<file path="src/rtl/core_lsu.sv">
// Load/store unit: turns EX-stage memory ops into single-outstanding req/gnt/rvalid
// bus transactions, steering store lanes and extending load data.
//
// state | meaning
// IDLE  | no access in flight; accepts or rejects a new EX memory op
// REQ   | request presented; bus outputs held until gnt
// WAIT  | granted; waiting for rvalid (read data or write ack)
module core_lsu #(
    parameter int XLEN = 32
) (
    input  logic            i_clk,
    input  logic            i_rst_n,
    input  logic            i_valid,
    input  logic [6:0]      i_opcode,
    input  logic [2:0]      i_funct3,
    input  logic [XLEN-1:0] i_addr,
    input  logic [XLEN-1:0] i_store_data,
    output logic            o_stall,
    output logic            o_load_valid,
    output logic [XLEN-1:0] o_load_data,
    output logic            o_lsu_err,
    output logic            o_dmem_req,
    output logic            o_dmem_we,
    output logic [3:0]      o_dmem_be,
    output logic [XLEN-1:0] o_dmem_addr,
    output logic [XLEN-1:0] o_dmem_wdata,
    input  logic            i_dmem_gnt,
    input  logic            i_dmem_rvalid,
    input  logic [XLEN-1:0] i_dmem_rdata
);

    localparam logic [6:0] OP_LOAD  = 7'b0000011;
    localparam logic [6:0] OP_STORE = 7'b0100011;

    typedef enum logic [1:0] {IDLE, REQ, WAIT} state_t;

    state_t          state;
    logic [2:0]      funct3_q;
    logic [1:0]      off_q;

    logic            is_load;
    logic            is_store;
    logic            mem_op;
    logic            f3_legal;
    logic            misaligned;
    logic            accept;
    logic            reject;
    logic [3:0]      be_next;
    logic [XLEN-1:0] wdata_next;
    logic [XLEN-1:0] rdata_shift;
    logic [XLEN-1:0] load_ext;

    always_comb begin
        is_load    = (i_opcode == OP_LOAD);
        is_store   = (i_opcode == OP_STORE);
        mem_op     = i_valid && (is_load || is_store);
        f3_legal   = 1'b0;
        if (is_load)
            f3_legal = (i_funct3 inside {3'b000, 3'b001, 3'b010, 3'b100, 3'b101});
        else if (is_store)
            f3_legal = (i_funct3 inside {3'b000, 3'b001, 3'b010});
        misaligned = 1'b0;
        case (i_funct3[1:0])
            2'b01:   misaligned = i_addr[0];
            2'b10:   misaligned = (i_addr[1:0] != 2'b00);
            default: misaligned = 1'b0;
        endcase
        accept  = (state == IDLE) && mem_op && f3_legal && !misaligned;
        reject  = (state == IDLE) && mem_op && !(f3_legal && !misaligned);
        o_stall = (state != IDLE) || accept;
    end

    // Sub-word stores replicate the data across every lane; be selects the live one.
    always_comb begin
        be_next    = 4'b1111;
        wdata_next = i_store_data;
        case (i_funct3[1:0])
            2'b00: begin
                be_next    = 4'b0001 << i_addr[1:0];
                wdata_next = {4{i_store_data[7:0]}};
            end
            2'b01: begin
                be_next    = 4'b0011 << i_addr[1:0];
                wdata_next = {2{i_store_data[15:0]}};
            end
            default: begin
                be_next    = 4'b1111;
                wdata_next = i_store_data;
            end
        endcase
    end

    always_comb begin
        rdata_shift = i_dmem_rdata >> {off_q, 3'b000};
        case (funct3_q)
            3'b000:  load_ext = {{24{rdata_shift[7]}}, rdata_shift[7:0]};
            3'b100:  load_ext = {24'd0, rdata_shift[7:0]};
            3'b001:  load_ext = {{16{rdata_shift[15]}}, rdata_shift[15:0]};
            3'b101:  load_ext = {16'd0, rdata_shift[15:0]};
            default: load_ext = i_dmem_rdata;
        endcase
    end

    always_ff @(posedge i_clk) begin
        if (!i_rst_n) begin
            state        <= IDLE;
            funct3_q     <= 3'b000;
            off_q        <= 2'b00;
            o_dmem_req   <= 1'b0;
            o_dmem_we    <= 1'b0;
            o_dmem_be    <= 4'b0000;
            o_dmem_addr  <= '0;
            o_dmem_wdata <= '0;
            o_load_data  <= '0;
            o_load_valid <= 1'b0;
            o_lsu_err    <= 1'b0;
        end else begin
            o_load_valid <= 1'b0;
            o_lsu_err    <= 1'b0;
            case (state)
                IDLE: begin
                    if (accept) begin
                        o_dmem_req   <= 1'b1;
                        o_dmem_we    <= is_store;
                        o_dmem_be    <= be_next;
                        o_dmem_addr  <= {i_addr[XLEN-1:2], 2'b00};
                        o_dmem_wdata <= wdata_next;
                        funct3_q     <= i_funct3;
                        off_q        <= i_addr[1:0];
                        state        <= REQ;
                    end else if (reject) begin
                        o_lsu_err <= 1'b1;
                    end
                end
                REQ: begin
                    if (i_dmem_gnt) begin
                        o_dmem_req <= 1'b0;
                        if (i_dmem_rvalid) begin
                            state <= IDLE;
                            if (!o_dmem_we) begin
                                o_load_data  <= load_ext;
                                o_load_valid <= 1'b1;
                            end
                        end else begin
                            state <= WAIT;
                        end
                    end
                end
                WAIT: begin
                    if (i_dmem_rvalid) begin
                        state <= IDLE;
                        if (!o_dmem_we) begin
                            o_load_data  <= load_ext;
                            o_load_valid <= 1'b1;
                        end
                    end
                end
                default: state <= IDLE;
            endcase
        end
    end

endmodule

</file>
<file path="config.mk">
export PLATFORM = sky130hd
export DESIGN_NAME = core_lsu
export DESIGN_NICKNAME = d
export VERILOG_FILES = /design/src/rtl/core_lsu.sv
export SDC_FILE = /design/constraint.sdc
export NUM_CORES = 1
export LEC_CHECK = 0
export BUFFER_PORTS_ARGS = -buffer_cell sky130_fd_sc_hd__clkbuf_2
export CAP_MARGIN = 10
export CORE_ASPECT_RATIO = 0.5
export CORE_UTILIZATION = 30
export DETAILED_ROUTE_END_ITERATION = 8
export PLACE_DENSITY = 0.57
export SLEW_MARGIN = 10
export SYNTH_ARGS = -nofsm -noshare
export SYNTH_HDL_FRONTEND = slang
export SYNTH_SLANG_ARGS = --single-unit
</file>
<file path="constraint.sdc">
create_clock -name i_clk -period 5.4 [get_ports i_clk]
set_clock_uncertainty 0.05 [all_clocks]
set_input_delay 1.08 -clock i_clk [delete_from_list [all_inputs] [get_ports i_clk]]
set_output_delay 1.08 -clock i_clk [all_outputs]
set_load 0.02 [all_outputs]
</file>
==> Flow_metrics.wiki <==
{| class="wikitable"
! Metric !! Value
|-
| Number of cells after detailed placement || 967
|-
| Share of final-layout standard cells stronger than drive strength 1 || 33.0%
|-
| Final setup margin || 1.44 ns
|-
| Master cell of the clock root buffer || sky130_fd_sc_hd__clkbuf_16
|-
| Pin count of the biggest net entering global routing || 59
|-
| Total clock sinks || 109
|-
| Maximum resistive drop on vdd || 0.210 mV
|-
| Number of inserted diodes || 0
|-
| Synth unique cells || 47
|-
| Cell Rows || 32
|-
| Unrepaired setup endpoints after global routing || no
|-
| WHS || 0.404 ns
|-
| Top library cells by usage in the layout, fill and taps aside || 213 x sky130_fd_sc_hd__clkbuf_2, 123 x sky130_fd_sc_hd__nand2_1, 109 x sky130_fd_sc_hd__dfxtp_1
|-
| Met3 track utilization from global routing || 5.12%
|-
| Final number of hold-violating endpoints || 0
|-
| Hold Crit Class || flop to flop
|-
| EDFF count, synth || 0
|-
| Total clock buffers created by CTS || 9
|-
| Standard cell core area || 15600 sq um
|-
| Area Overhead vs Synth || 30.4%
|-
| Hold buffer count at CTS || 0
|-
| Met1 global-route usage || 22.3%
|-
| Final Wtd Congestion || 0.770
|-
| Final Max Tran Viols || 0
|-
| Overall overflow remaining after global route || 0
|-
| Total of cells resized after clock tree synthesis || 0
|-
| Post-route core utilization || 40.4%
|-
| Horizontal die dimension || 181 um
|-
| Total of endpoints with negative setup slack in the final report || 0
|-
| Transition time at the pin with the least slew margin || 0.989 ns
|-
| Clock transition at the registers of the reported paths || 0.07 ns
|-
| Status || completed
|-
| Detail Route Antenna Nets || 0
|-
| Vertical die dimension || 91.7 um
|-
| Number of post-CTS setup repair buffers || 0
|-
| Total power || 1.65 mW
|-
| Drt total wl || 14.7 mm
|-
| Setup total negative slack || 0 ns
|-
| Antenna violations before repair || 0
|-
| Final critical-path required period || 3.96 ns
|-
| Leak || 2.67 nW
|-
| Clock tree from TritonCTS || yes
|-
| Path depth of the worst reg2reg path || 5
|-
| Power density of the placed cells || 261 nW/um^2
|-
| Initial Utilization || 31.0%
|-
| Setup CP Type || input pin to output pin
|-
| Maximum fanout along the worst path || 14
|-
| Maximum clock frequency || 253 MHz
|-
| Die footprint || 16600 sq um
|-
| CTS Buffer Depth || 2
|-
| Post-synthesis average cell area || 8.21 sq um
|-
| Post-synth top flop || sky130_fd_sc_hd__dfxtp_1
|-
| Busiest layer in global routing || met2
|-
| Wire length of the first global-routing pass || 23.3 mm
|-
| #FFs+latches synth || 109
|-
| Detailed Place HPWL || 10.7 mm
|-
| Sort of element at the end of the critical path || output pin
|-
| Endpoint, Worst Hold || o_dmem_addr[26]
|-
| Filler Cells Inserted || 1658
|-
| Reg-to-reg slack, setup || 2.81 ns
|-
| Portion of the post-synthesis area used by sequential elements || 45.2%
|-
| Drt first-iter violations || 207
|-
| Worst Path Required || 4.27 ns
|-
| Most frequent standard cell in the layout excluding fill and tap cells || sky130_fd_sc_hd__clkbuf_2
|-
| GR Util met2 || 29.9%
|-
| Post-Syn Area || 4830 sq um
|-
| Asr flop ratio synth || 0%
|-
| Hold-critical path depth || 2
|-
| Count of nets after finishing || 891
|-
| Final Cycle Share || 73.3%
|-
| Cell Count, Final, Fillers Out || 982
|-
| Number of cells produced by synthesis || 588
|-
| Total placed instance area || 5980 sq um
|-
| Vias per cell || 4.96
|-
| Worst slack at placement || 1.43 ns
|-
| Insertion delay to the later sink of the worst-skew pair || 0.35 ns
|-
| Average wire per standard cell || 15.0 um
|-
| Layout Cell Area excl Fill || 6300 sq um
|-
| Number of H-tree branching levels || 3
|-
| First-pass DRT Iterations || 4
|-
| Hold Startpoint || o_dmem_addr[26]
|-
| Port Buffers || 213
|-
| Max-slew headroom || 34.0%
|-
| Data arrival, critical path || 2.83 ns
|-
| Boundary Pins || 216
|-
| Via count of the first global-routing pass || 4528
|-
| Combined global-route utilization of all metal layers || 17.7%
|-
| DRC || 0
|-
| Launching element type of the critical path || input pin
|-
| Worst flop-to-flop path startpoint || off_q[1]
|-
| Max Cap Violations || 0
|-
| Capture point of the worst reg-to-reg path || o_load_data[31]
|-
| Count of vias placed by the detailed router || 4866
|-
| Synth warnings || 0
|}
## kinds of logic after synthesis
group	count (synthesis)	share of synthesized area, %
AOI/OAI and AO/OA	182	24.5
adders and majority gates	6	1.56
and+or+nand+nor	211	19.3
buffers and inverters	64	6.12
DFF	109	45.2
muxes	15	3.16
other	1	0.0777
## area by class of cell
cell class / instances / area [sq um] / area share [%]
flip-flops and latches: 109 / 2180 / 34.7
inverters: 18 / 67.6 / 1.07
repair buffers: 220 / 1120 / 17.8
clock inverters: 4 / 72.6 / 1.15
multi-input cells: 416 / 2360 / 37.4
clock buffers: 11 / 243 / 3.86
well taps: 204 / 255 / 4.05
## how the worst max path moves through the flow
stage                            from       to  slack (ns)  depth (start not counted)
after CTS                 i_funct3[1]  o_stall        1.43                          9
after global routing      i_funct3[1]  o_stall        1.25                          9
after global placement    i_funct3[1]  o_stall        1.53                          9
final                     i_funct3[1]  o_stall        1.44                          9
after detailed placement  i_funct3[1]  o_stall        1.43                          9
after floorplan           i_funct3[1]  o_stall        1.58                          8
## power breakdown
| part | internal (mW) | switching [mW] |
|---|---|---|
| logic | 0.0496 | 0.0717 |
| clock network | 0.417 | 0.300 |
| registers | 0.806 | 0.00177 |
## routing by layer
layer / vias up / wire length (um)
met3: 5 / 684
met5: - / 0
met2: 127 / 7070
met4: 0 / 74
li1: 2426 / -
met1: 2308 / 6890
## state kept, by name (all words and copies together), names as in the netlist
name,cells
o_load_data,32
state,2
o_dmem_wdata,32
o_dmem_addr,30
funct3_q,3
o_lsu_err,1
o_dmem_we,1
o_dmem_be,4
off_q,2
o_load_valid,1
o_dmem_req,1
## cells in the mapped netlist (all sizes together) (8+ instances only)
library cell | number | area, sq um
a211oi | 27 | 253
clkbuf | 27 | 101
mux2i | 13 | 130
a22o | 8 | 70.1
nor2 | 43 | 161
nor3 | 17 | 85.1
dfxtp | 109 | 2180
a21oi | 80 | 404
buf | 19 | 126
inv | 18 | 67.6
nand2 | 123 | 462
o21ai | 36 | 184
a221oi | 8 | 70.1
## worst max-delay path: stages
cell,delay [ns]
sky130_fd_sc_hd__clkbuf_2,0.20
sky130_fd_sc_hd__inv_1,0.18
sky130_fd_sc_hd__ha_1,0.47
sky130_fd_sc_hd__nor2_1,0.10
sky130_fd_sc_hd__buf_4,0.21
sky130_fd_sc_hd__o21ai_2,0.20
sky130_fd_sc_hd__nand3_2,0.10
sky130_fd_sc_hd__nand2_1,0.10
sky130_fd_sc_hd__clkbuf_2,0.17
No activity file was read; power rests on OpenSTA's default activity.
